$ cat config.mk
export PLATFORM = sky130hd
export DESIGN_NAME = bids_ctrl_sequencer
export DESIGN_NICKNAME = d
export VERILOG_FILES = /design/src/rtl/bids_ctrl_sequencer.sv
export SDC_FILE = /design/constraint.sdc
export NUM_CORES = 1
export LEC_CHECK = 0
export BUFFER_PORTS_ARGS = -buffer_cell sky130_fd_sc_hd__buf_2
export CAP_MARGIN = 40
export CELL_PAD_IN_SITES_DETAIL_PLACEMENT = 1
export CELL_PAD_IN_SITES_GLOBAL_PLACEMENT = 1
export CORE_ASPECT_RATIO = 2
export CORE_UTILIZATION = 41
export CTS_CLUSTER_DIAMETER = 40
export CTS_CLUSTER_SIZE = 25
export DETAILED_ROUTE_END_ITERATION = 6
export PLACE_DENSITY_LB_ADDON = 0.1
export SLEW_MARGIN = 5
export SYNTH_ARGS = -nofsm -noshare
export SYNTH_HDL_FRONTEND = slang
export SYNTH_SLANG_ARGS = --single-unit
$ cat constraint.sdc
create_clock -name clk -period 2.55 [get_ports clk]
set_clock_uncertainty 0.05 [all_clocks]
set_input_delay 0.3825 -clock clk [delete_from_list [all_inputs] [get_ports clk]]
set_output_delay 0.3825 -clock clk [all_outputs]
set_load 0.03 [all_outputs]
$ cat src/rtl/bids_ctrl_sequencer.sv
// -----------------------------------------------------------------------------
// bids_ctrl_sequencer
//   Command sequencer in front of the bid controller. Host commands are queued
//   in a small FIFO and executed one at a time. A single op is driven onto the
//   controller's op/data port for one cycle. A round holds C_start high for N
//   cycles and then waits (bounded) for roundOver. Each command produces
//   exactly one registered response.
//
// Ports
//   clk, reset_n         clock, synchronous active-low reset
//   cmd_valid/ready      host command handshake (ready = queue not full)
//   cmd_kind             0 = single op, 1 = round
//   cmd_op, cmd_data     opcode/data (op) or round length in data[15:0] (round)
//   C_op, C_data,        controller control port
//   C_start
//   ctrl_ready           controller may accept a new command
//   ctrl_err             controller error (combinational from C_op/C_data)
//   ctrl_roundOver       controller round finished
//   ctrl_win             {X_win, Y_win, Z_win}
//   ctrl_maxBid          winning bid
//   rsp_valid            one-cycle response strobe
//   rsp_kind/err/win/    registered response fields, held until next response
//   rsp_maxbid/timeout
//   busy                 sequencer not idle
//   fifo_count           queued entries
// -----------------------------------------------------------------------------
module bids_ctrl_sequencer #(
  parameter int unsigned FIFO_DEPTH    = 4,
  parameter int unsigned ROUND_TIMEOUT = 64
) (
  input  logic                          clk,
  input  logic                          reset_n,
  input  logic                          cmd_valid,
  output logic                          cmd_ready,
  input  logic                          cmd_kind,
  input  logic [3:0]                    cmd_op,
  input  logic [31:0]                   cmd_data,
  output logic [3:0]                    C_op,
  output logic [31:0]                   C_data,
  output logic                          C_start,
  input  logic                          ctrl_ready,
  input  logic [2:0]                    ctrl_err,
  input  logic                          ctrl_roundOver,
  input  logic [2:0]                    ctrl_win,
  input  logic [31:0]                   ctrl_maxBid,
  output logic                          rsp_valid,
  output logic                          rsp_kind,
  output logic [2:0]                    rsp_err,
  output logic [2:0]                    rsp_win,
  output logic [31:0]                   rsp_maxbid,
  output logic                          rsp_timeout,
  output logic                          busy,
  output logic [$clog2(FIFO_DEPTH):0]   fifo_count
);

  localparam int unsigned AW = $clog2(FIFO_DEPTH);
  localparam int unsigned CW = AW + 1;
  localparam int unsigned TW = $clog2(ROUND_TIMEOUT + 1);

  localparam logic [2:0] ST_IDLE   = 3'd0;
  localparam logic [2:0] ST_ISSUE  = 3'd1;
  localparam logic [2:0] ST_ROUND  = 3'd2;
  localparam logic [2:0] ST_WAIT   = 3'd3;
  localparam logic [2:0] ST_REPORT = 3'd4;

  localparam logic [3:0] OP_NOP  = 4'd0;
  localparam logic [3:0] OP_LOCK = 4'd2;

  // Command queue storage (no reset needed; validity tracked by r_count)
  logic          r_fifo_kind [FIFO_DEPTH];
  logic [3:0]    r_fifo_op   [FIFO_DEPTH];
  logic [31:0]   r_fifo_data [FIFO_DEPTH];
  logic [AW-1:0] r_wr_ptr;
  logic [AW-1:0] r_rd_ptr;
  logic [CW-1:0] r_count;
  logic          r_rdy_en;

  logic [2:0]    r_state;
  logic [3:0]    r_op;
  logic [31:0]   r_data;
  logic [15:0]   r_rcnt;
  logic [TW-1:0] r_to;

  logic          r_rsp_kind;
  logic [2:0]    r_rsp_err;
  logic [2:0]    r_rsp_win;
  logic [31:0]   r_rsp_maxbid;
  logic          r_rsp_timeout;

  logic          w_push;
  logic          w_pop;
  logic          w_head_kind;
  logic [3:0]    w_head_op;
  logic [31:0]   w_head_data;

  // r_rdy_en keeps cmd_ready low during reset and for the reset-sampling cycle
  assign cmd_ready   = r_rdy_en && (r_count < CW'(FIFO_DEPTH));
  assign w_push      = cmd_valid && cmd_ready;
  assign w_pop       = (r_state == ST_IDLE) && (r_count != '0) && ctrl_ready;
  assign w_head_kind = r_fifo_kind[r_rd_ptr];
  assign w_head_op   = r_fifo_op[r_rd_ptr];
  assign w_head_data = r_fifo_data[r_rd_ptr];

  always_ff @(posedge clk) begin
    if (w_push) begin
      r_fifo_kind[r_wr_ptr] <= cmd_kind;
      r_fifo_op[r_wr_ptr]   <= cmd_op;
      r_fifo_data[r_wr_ptr] <= cmd_data;
    end
  end

  always_ff @(posedge clk) begin
    if (!reset_n) begin
      r_wr_ptr <= '0;
      r_rd_ptr <= '0;
      r_count  <= '0;
      r_rdy_en <= 1'b0;
    end else begin
      r_rdy_en <= 1'b1;
      if (w_push) r_wr_ptr <= r_wr_ptr + 1'b1;
      if (w_pop)  r_rd_ptr <= r_rd_ptr + 1'b1;
      case ({w_push, w_pop})
        2'b10:   r_count <= r_count + 1'b1;
        2'b01:   r_count <= r_count - 1'b1;
        default: r_count <= r_count;
      endcase
    end
  end

  always_ff @(posedge clk) begin
    if (!reset_n) begin
      r_state       <= ST_IDLE;
      r_op          <= '0;
      r_data        <= '0;
      r_rcnt        <= '0;
      r_to          <= '0;
      r_rsp_kind    <= 1'b0;
      r_rsp_err     <= '0;
      r_rsp_win     <= '0;
      r_rsp_maxbid  <= '0;
      r_rsp_timeout <= 1'b0;
    end else begin
      case (r_state)
        ST_IDLE: begin
          if (w_pop) begin
            r_op   <= w_head_op;
            r_data <= w_head_data;
            // A zero-length round still runs for one cycle
            r_rcnt <= (w_head_data[15:0] == 16'd0) ? 16'd1 : w_head_data[15:0];
            r_state <= w_head_kind ? ST_ROUND : ST_ISSUE;
          end
        end
        ST_ISSUE: begin
          r_rsp_kind    <= 1'b0;
          r_rsp_err     <= ctrl_err;
          r_rsp_win     <= '0;
          r_rsp_maxbid  <= '0;
          r_rsp_timeout <= 1'b0;
          r_state       <= ST_REPORT;
        end
        ST_ROUND: begin
          if (r_rcnt == 16'd1) begin
            r_to    <= '0;
            r_state <= ST_WAIT;
          end else begin
            r_rcnt <= r_rcnt - 1'b1;
          end
        end
        ST_WAIT: begin
          // roundOver wins over an expiring timeout in the same cycle
          if (ctrl_roundOver) begin
            r_rsp_kind    <= 1'b1;
            r_rsp_err     <= ctrl_err;
            r_rsp_win     <= ctrl_win;
            r_rsp_maxbid  <= ctrl_maxBid;
            r_rsp_timeout <= 1'b0;
            r_state       <= ST_REPORT;
          end else if (r_to == TW'(ROUND_TIMEOUT)) begin
            r_rsp_kind    <= 1'b1;
            r_rsp_err     <= '0;
            r_rsp_win     <= '0;
            r_rsp_maxbid  <= '0;
            r_rsp_timeout <= 1'b1;
            r_state       <= ST_REPORT;
          end else begin
            r_to <= r_to + 1'b1;
          end
        end
        ST_REPORT: r_state <= ST_IDLE;
        default:   r_state <= ST_IDLE;
      endcase
    end
  end

  // Controller port decode: Lock is held through the wait so the controller
  // answers with duplicate-bid/no-error rather than invalid-op.
  always_comb begin
    C_op    = OP_NOP;
    C_data  = '0;
    C_start = 1'b0;
    case (r_state)
      ST_ISSUE: begin
        C_op   = r_op;
        C_data = r_data;
      end
      ST_ROUND: begin
        C_op    = OP_LOCK;
        C_start = 1'b1;
      end
      ST_WAIT:  C_op = OP_LOCK;
      default: ;
    endcase
  end

  assign rsp_valid   = (r_state == ST_REPORT);
  assign rsp_kind    = r_rsp_kind;
  assign rsp_err     = r_rsp_err;
  assign rsp_win     = r_rsp_win;
  assign rsp_maxbid  = r_rsp_maxbid;
  assign rsp_timeout = r_rsp_timeout;
  assign busy        = (r_state != ST_IDLE);
  assign fifo_count  = r_count;

endmodule

== Yosys cells after proc, flatten, opt, wreduce, memory -nomap -nowiden ==
Memory sizes are Yosys's and may differ from the RTL's. A register that Yosys moved wholly into a read port is not among the register bits.
Cells that the tools add are included.
Widths: inputs -> output; s select.
Cells by class
  add/sub/neg operators: 6
  order comparisons: 1
  equality and inequality tests: 14
  multiplexer cells: 38
  reduce and logical (&&, ||, !) cells: 19
Operators with widths (count)
  $mux 32: 3
  $pmux 32 s2: 1
  $mux 16: 3
  $pmux 16 s2: 1
  $mux 3: 7
  $mux 7: 3
  $pmux 3 s2: 3
  $eq 16x1->1 const B: 1
  $logic_not 16->1: 1
  $sub 16x1->16 const B: 1
  $pmux 7 s2: 1
  $pmux 3 s4: 1
  $mux 2: 5
  $ne 2x2->1 const B: 5
  $pmux 4 s2: 1
  $reduce_bool 2->1: 4
  $add 7x1->7 const B: 1
  $eq 7x7->1 const B: 1
  $mux 1: 7
  $eq 3x2->1 const B: 2
  $reduce_and 3->1: 2
  $reduce_bool 3->1: 2
  $add 2x1->2 const B: 2
  $logic_and 1x1->1: 4
  other kinds (14): 16
Word-level totals
  flip-flop bits (word level): 106
  bits in writable memories: 148
  input port bits: 80
  output and inout bits: 83
  logic and storage cells: 94
  memories kept: 3
Memories
  r_fifo_data: depth 4, width 32, rd ports 1, clocked after memory_dff 1, wr ports 1, line 72  | logic [31:0] r_fifo_data [FIFO_DEPTH];
  r_fifo_op: depth 4, width 4, rd ports 1, clocked after memory_dff 1, wr ports 1, line 71  | logic [3:0] r_fifo_op [FIFO_DEPTH];
  r_fifo_kind: depth 4, width 1, rd ports 1, clocked after memory_dff 1, wr ports 1, line 70  | logic r_fifo_kind [FIFO_DEPTH];

== Logic depth before layout (Yosys ltp) ==
Gate-level depths: netlist of the first run.
  depth after elaboration: 5
  depth in mapped cells: 12

== Worst setup path after synthesis of the first run ==
OpenSTA, ideal clock, no wires.
  path type: register to register
  start: register r_state[0]
  end: register r_count[2] (netlist: fifo_count[2])
  data arrival time: 2.904 ns
  data required time: 2.430 ns
  setup slack: -0.475 ns
  stages on the path, launching flop included: 13
  period minus slack after synthesis: 3.025 ns
  path through: dfxtp_1 > buf_2 > or3_1 > or2_2 > clkbuf_1 > clkinv_1 > buf_2 > ha_1 > inv_1 > fa_1 > xor2_1 > or3_1 > a21oi_1
On the way
  cells in the longest elaborated chain, start to end: 5
  elaborated cells on any way between the ends: 7
Ends and longest elaborated chain
  start, declared: line 78  | logic [2:0] r_state;
  start signal, assigned: line 150  | r_state <= w_head_kind ? ST_ROUND : ST_ISSUE;
  $logic_not 3->1 (*): line 99  | assign w_pop = (r_state == ST_IDLE) && (r_count != '0) && ctrl_ready;
  $logic_and 1x1->1 (*) (2 in a row): line 99
  via w_pop: line 91  | logic w_pop;
  $eq 2x1->1 / $eq 2x2->1 (equally long branches): line 122  | case ({w_push, w_pop})
  $pmux 3 s2 / $reduce_bool 2->1 (equally long branches)
  end signal, assigned: line 123  | 2'b10: r_count <= r_count + 1'b1;
  end signal, assigned: line 124  | 2'b01: r_count <= r_count - 1'b1;
  end signal, assigned: line 125  | default: r_count <= r_count;
  end, declared: line 75  | logic [CW-1:0] r_count;
Mark *: on every way through the listed nets, which the timed path passes. The rest lies on a longest branch.
A chain may end at the register's enable or synchronous reset.

== Worst setup path after layout of the first run ==
  start: register r_state[0]
  end: output port C_data[20]
On the way
  cells in the longest elaborated chain, start to end: 2
Ends and longest elaborated chain
  $eq 3x1->1: line 201  | case (r_state)
  $mux 32: line 201
  end, declared: line 39  | output logic [31:0] C_data,
Every way passes these cells.

==> summary.txt, run 1 <==
post-route ant nets: 0
kind of critical path: reg -> out
PortBufs: 162
starting density of the core: 0.419
Max IR drop VDD: 0.000726 V
normalized max-slew margin: 0.428
post-synth net total: 885
DIE WIDTH: 114 um
row count: 81
Worst-Margin Slew: 858 ps
CP required: 2120 ps
worst reg-to-reg setup slack: 160 ps
I/O pin total: 163
final wirelength: 26.9 mm
core box area: 0.0246 mm^2
Max Root-Sink Buffers: 3
Sink Count: 260
CP Capture Type: output pin
Final Cycle Share: 0.946
Final setup viols: 0
Synth Register Bits: 260
Int Power: 8360 uW
drt wl/cell: 20.3 um
final hold viol count: 0
Max Cap Viol: 0
GP Congestion: 0.833
first-pass GRT wire length: 41.5 mm
Die Span Y: 226 um
initial drt markers: 261
worst slack, placed: 49.8 ps
Synth top cells by count: edfxtp_1, dfxtp_1, nand2_1
syn_area_per_cell: 13.0 um^2
filler instances: 2557
# diodes: 0
Nets: 1066
sw frac: 0.350
minimum clock period after layout: 2410 ps
Yosys top cell by area: edfxtp_1
EDFF count, synth: 148
sequential share of power: 0.403
antenna violations before repair: 0
Max Fclk: 0.414 GHz
CTS root buf: clkbuf_16
DP HPWL: 18.6 mm
sequential-to-total area share from yosys stat: 0.647
total vias in the final route: 7106
largest net degree at the start of global routing: 100
number of global-route vias before repair: 7795
sw power: 4490 uW
worst-path fanout max: 22
# DRC: 0
share of cells above drive strength 1: 0.303
cell with the most instances after synthesis: edfxtp_1
Via density: 5.36
Pwr per Cell Area: 1010 mW/mm^2
Mapped Cells: 795
CP Launch Type: flip-flop
async set-or-reset flop fraction in the synthesized netlist: 0
Setup Fix Bufs, Post-CTS: 0
post-route setup slack: 137 ps
synth warn: 0
Logic pwr share: 0.288
drt pass-1 iters: 4
outcome: complete, no violations
Synth area leaders: edfxtp_1, dfxtp_1, mux4_2
H-tree Lvls: 1
top_reg_cell synth: edfxtp_1
max-slew violations: 0
gr usage total: 0.211
WP data arrival: 1980 ps
top-area cell type share of the netlist area: 0.430
CTS Buf Count: 24
P&R area growth vs syn: 23.5%
Clk pin slew, worst setup/hold paths: 80 ps
Synth Cell Area: 0.0103 mm^2
Leak: 0.00482 uW
GR Overflow Total: 0
Netlist cell types: 61
CTS tree: built
die area: 0.0259 mm^2
RSZ-0062 raised after global routing: false
clk_lat worst skew: 540 ps
worst hold path type: in -> reg
Setup TNS: 0 ps
clock share of power: 0.309
power by group through the flow:
stage          clock (uW)  combinational (uW)  sequential, uW
3_3_place_gp            0                3640            5260
4_1_cts              4070                3760            5180
5_1_grt              4180                4060            5230
2_1_floorplan           0                2680            5200
6_report             3970                3700            5180
3_5_place_dp            0                3730            5280
layout make-up:
class                           instances  area, um^2  share of cell area
Timing Repair Buffer                  212        1330               0.104
Sequential cell                       260        6690               0.524
Multi-Input combinational cell        460        3310               0.260
Clock inverter                         19         278              0.0218
Tap cell                              332         415              0.0326
Inverter                               18         106             0.00834
Clock buffer                           25         626              0.0490
cell families (layout without fill, tap and decap cells):
family | count (synthesis) | count (layout) | synth area share
AO/OA/AOI/OAI | 142 | 142 | 0.0861
AND/OR/NAND/NOR | 257 | 257 | 0.124
buffers and inverters | 75 | 274 | 0.0363
multiplexers | 43 | 43 | 0.0870
adder cells (fa/ha/maj) | 10 | 10 | 0.0128
flip-flops | 260 | 260 | 0.647
XOR/XNOR | 8 | 8 | 0.00678
final timing paths:
kind	to	depth (start not counted)	start
max	C_data[20]	4	r_state[0]
min	r_fifo_data[1][8]	1	cmd_data[8]
max reg2reg	r_rcnt[0]	7	flip-flop
min reg2reg	rsp_err[0]	2	rsp_err[0]
cell usage in the layout (no fill, tap or decap), types with 3 or more instances in the layout:
master,count
a21oi_1,59
a22oi_1,37
a31oi_1,11
and3_1,36
and3_2,4
and4_1,3
buf_12,8
buf_2,162
buf_4,24
clkbuf_16,25
clkinv_8,6
dfxtp_1,111
dlygate4sd3_1,18
edfxtp_1,148
ha_1,8
inv_1,15
inv_12,7
inv_8,4
mux2i_1,5
mux4_2,36
nand2_1,93
nand2b_1,6
nand3_1,16
nor2_1,56
nor3_1,4
nor4_1,12
o21ai_0,15
o31ai_1,4
or3_1,4
xnor2_1,4
xor2_1,4
stage by stage:
stage,instance area (um^2),std cells,hold slack [ps],power (uW),utilization
after floorplan,10400,795,360,7880,-
after global placement,11700,1264,387,8900,0.474
after detailed placement,11700,1264,393,9010,0.474
after CTS,12700,1326,4.01,13000,0.518
after global routing,12800,1326,5.91,13500,0.518
final,12800,1326,17.0,12900,0.518
state kept, by name (all words and copies together) (netlist names), 4 cells and up, named ones only:
| register | count |
|---|---|
| r_op | 4 |
| r_to | 7 |
| r_fifo_kind | 4 |
| r_data | 32 |
| r_rcnt | 16 |
| rsp_maxbid | 32 |
| r_fifo_op | 16 |
| r_fifo_data | 128 |
critical path, cell delays in order, from the launching register on:
cell and delay (ps):
dfxtp_1 430, nor2b_4 280, buf_4 300, and3_1 220, buf_2 200
metal layers:
layer,up-vias,track usage,part of all wire
met5,-,0,0
met4,0,0.0716,0.022
met3,37,0.0291,0.037
met2,164,0.431,0.58
met1,3577,0.210,0.36
li1,3328,-,-
repair_timing:
| item | 4_1_cts | 5_1_grt |
|---|---|---|
| hold buffers | 18 | 0 |
| endpoints found under the hold margin | 68 | 0 |
| resized for setup | 0 | 2 |
| setup endpoints to repair | 0 | 20 |
Power figures use the tool's default switching activity.
==> inputs of run 2 (changes only) <==
- REMOVE_ABC_BUFFERS: not set -> 1
==> run 2 against run 1 <==
- total power fell by 3.7%
- global-route usage fell by 0.68 points
- design area fell by 0.55%
- sequential share of layout area rose by 0.30 points
- worst setup slack got worse by 39 ps
- die area did not move
- maximum frequency fell by 1.6%
- sequential power barely moved
- hold slack improved by 0.51 ps
- final cell count fell by 0.23%
- non-clock buffer count rose by 1
- highest routed layer unchanged
- critical path type unchanged
==> summary.txt, run 2 (synthesis gave the netlist of run 1 again) <==
outcome: complete, no violations
GP Congestion: 0.784 (-5.9%)
Sink Count: 260 (unchanged)
Final Cycle Share: 0.961 (+0.0153)
commonest non-fill, non-tap cell in the layout: buf_2
WP data arrival: 2020 ps (+40 ps)
DIE WIDTH: 114 um (unchanged)
number of global-route vias before repair: 7708 (-1.1%)
Setup TNS: 0 ps (unchanged)
worst-path fanout max: 37 (+68%)
highest-count cells in the layout ignoring fill and taps: buf_2, edfxtp_1, dfxtp_1
first-pass GRT wire length: 40.4 mm (-2.6%)
CTS root buf: clkbuf_16
antenna violations before repair: 0 (unchanged)
Final setup viols: 0 (unchanged)
Max IR drop VDD: 0.000653 V (-10%)
max-slew violations: 0 (unchanged)
Leak: 0.00478 uW (-0.79%)
gr usage total: 0.204 (-0.00684)
delay-heaviest family, CP: buffers and inverters
drt pass-1 iters: 4 (unchanged)
Logic pwr share: 0.287 (about the same)
CP Launch Type: flip-flop
worst slack, placed: 167 ps (+117 ps)
row count: 81 (unchanged)
post-route ant nets: 0 (unchanged)
Int Power: 8170 uW (-2.3%)
worst hold path type: in -> reg
Pwr Total: 12400 uW (-3.7%)
CP most frequent cell: buf_4
H-tree Lvls: 1 (unchanged)
Placed Instances: 1263 (-0.079%)
CP Cell Sequence: buf_4, inv_1, buf_4, and3_1, buf_2
post-route setup slack: 98.2 ps (-39.1 ps)
Die Span Y: 226 um (unchanged)
Clk pin slew, worst setup/hold paths: 80 ps (about the same)
total vias in the final route: 7074 (-0.45%)
CTS Buf Count: 22 (-8.3%)
Nets: 1065 (-0.094%)
final core utilization: 0.515 (-0.00284)
starting density of the core: 0.419 (unchanged)
crit-path max cell delay: 380 ps (-50 ps)
CP Capture Type: output pin
# diodes: 0 (unchanged)
sequential share of power: 0.418 (+0.015)
slowest CP cell: buf_4
normalized max-slew margin: 0.572 (+0.144)
I/O pin total: 163 (unchanged)
Max Root-Sink Buffers: 3 (unchanged)
drt wl/cell: 19.5 um (-3.6%)
initial drt markers: 225 (-14%)
register name with the most flops: r_fifo_data
Setup Fix Bufs, Post-CTS: 0 (unchanged)
die area: 0.0259 mm^2 (unchanged)
filler instances: 2598 (+1.6%)
post-route insts no fill: 1323 (-0.23%)
Pwr per Cell Area: 975 mW/mm^2 (-3.2%)
CTS tree: built
DP HPWL: 17.8 mm (-3.9%)
CP required: 2120 ps (about the same)
GR Overflow Total: 0 (unchanged)
minimum clock period after layout: 2450 ps (+39.1 ps)
Max Cap Viol: 0 (unchanged)
clk_lat worst skew: 530 ps (about the same)
share of cells above drive strength 1: 0.295 (-0.00817)
kind of critical path: reg -> out
sw power: 4210 uW (-6.4%)
Max Fclk: 0.408 GHz (-1.6%)
core box area: 0.0246 mm^2 (unchanged)
P&R area growth vs syn: 22.8%
PortBufs: 162 (unchanged)
# DRC: 0 (unchanged)
Worst-Margin Slew: 636 ps (-222 ps)
final hold viol count: 0 (unchanged)
clock share of power: 0.295 (-0.014)
sw frac: 0.340 (-0.00974)
largest net degree at the start of global routing: 67 (-33%)
final wirelength: 25.8 mm (-3.8%)
worst reg-to-reg setup slack: 160 ps (about the same)
Via density: 5.35 (-0.22%)
max reg flops: 128 (unchanged)
WP buf/inv: 4 (+2)
## run 2: cell count changes in the layout (fill, tap and decap cells not counted), moves of 2 or more
cell           change
clkinv_4           +3
clkinv_8           -3
inv_8              -3
buf_12             -2
buf_16             +2
buf_2              -2
buf_4              -2
clkbuf_4           +2
clkinv_2           +2
dlygate4sd3_1      +2
inv_12             -2
## run 2: repair_timing
| action | 4_1_cts | 5_1_grt |
|---|---|---|
| hold buffers | 20 | 0 |
| resized for setup | 2 | 7 |
| endpoints found under the setup margin | 12 | 13 |
| endpoints found under the hold margin | 73 | 0 |
## run 2: worst reg2reg max path, cell delays in order, from the launching register on
cell	delay [ps]
dfxtp_1	310
or3_1	380
or2_2	300
clkinv_1	70
ha_1	180
inv_1	60
fa_1	370
xor2_1	160
or3_1	300
a21oi_1	140
## run 2: power groups by stage
stage | logic [uW] | registers (uW) | clock network [uW]
global route | 3910 | 5220 | 3900
detailed placement | 3550 | 5270 | 0
CTS | 3600 | 5180 | 3750
global placement | 3450 | 5240 | 0
floorplan | 2140 | 5370 | 0
finish | 3550 | 5170 | 3650
## run 2: path summary, 6_finish.rpt
path / to / cells after the start / start
max: C_data[1] / 5 / r_state[1]
min: r_fifo_data[2][26] / 1 / cmd_data[26]
max reg2reg: fifo_count[2] / 9 / r_state[2]
min reg2reg: rsp_kind / 2 / rsp_kind
## run 2: cell type report
type	instances	area, um^2	area share
Clock buffer	26	629	0.0496
Clock inverter	14	181	0.0143
Inverter	18	95.1	0.00750
Multi-Input combinational cell	460	3310	0.261
Sequential cell	260	6690	0.527
Tap cell	332	415	0.0327
Timing Repair Buffer	213	1370	0.108
## run 2: metal layers
| metal | GRT usage | share of wire | up-vias |
|---|---|---|---|
| met5 | 0 | 0 | - |
| met4 | 0.0792 | 0.029 | 0 |
| met3 | 0.0257 | 0.036 | 45 |
| met2 | 0.419 | 0.59 | 169 |
| met1 | 0.199 | 0.35 | 3541 |
| li1 | - | - | 3319 |
## run 2: stage by stage
stage	cell area [um^2]	hold WS [ps]
after floorplan	10000	360
after global placement	11600	389
after detailed placement	11600	396
after CTS	12700	0.148
after global routing	12700	7.58
final	12700	17.5
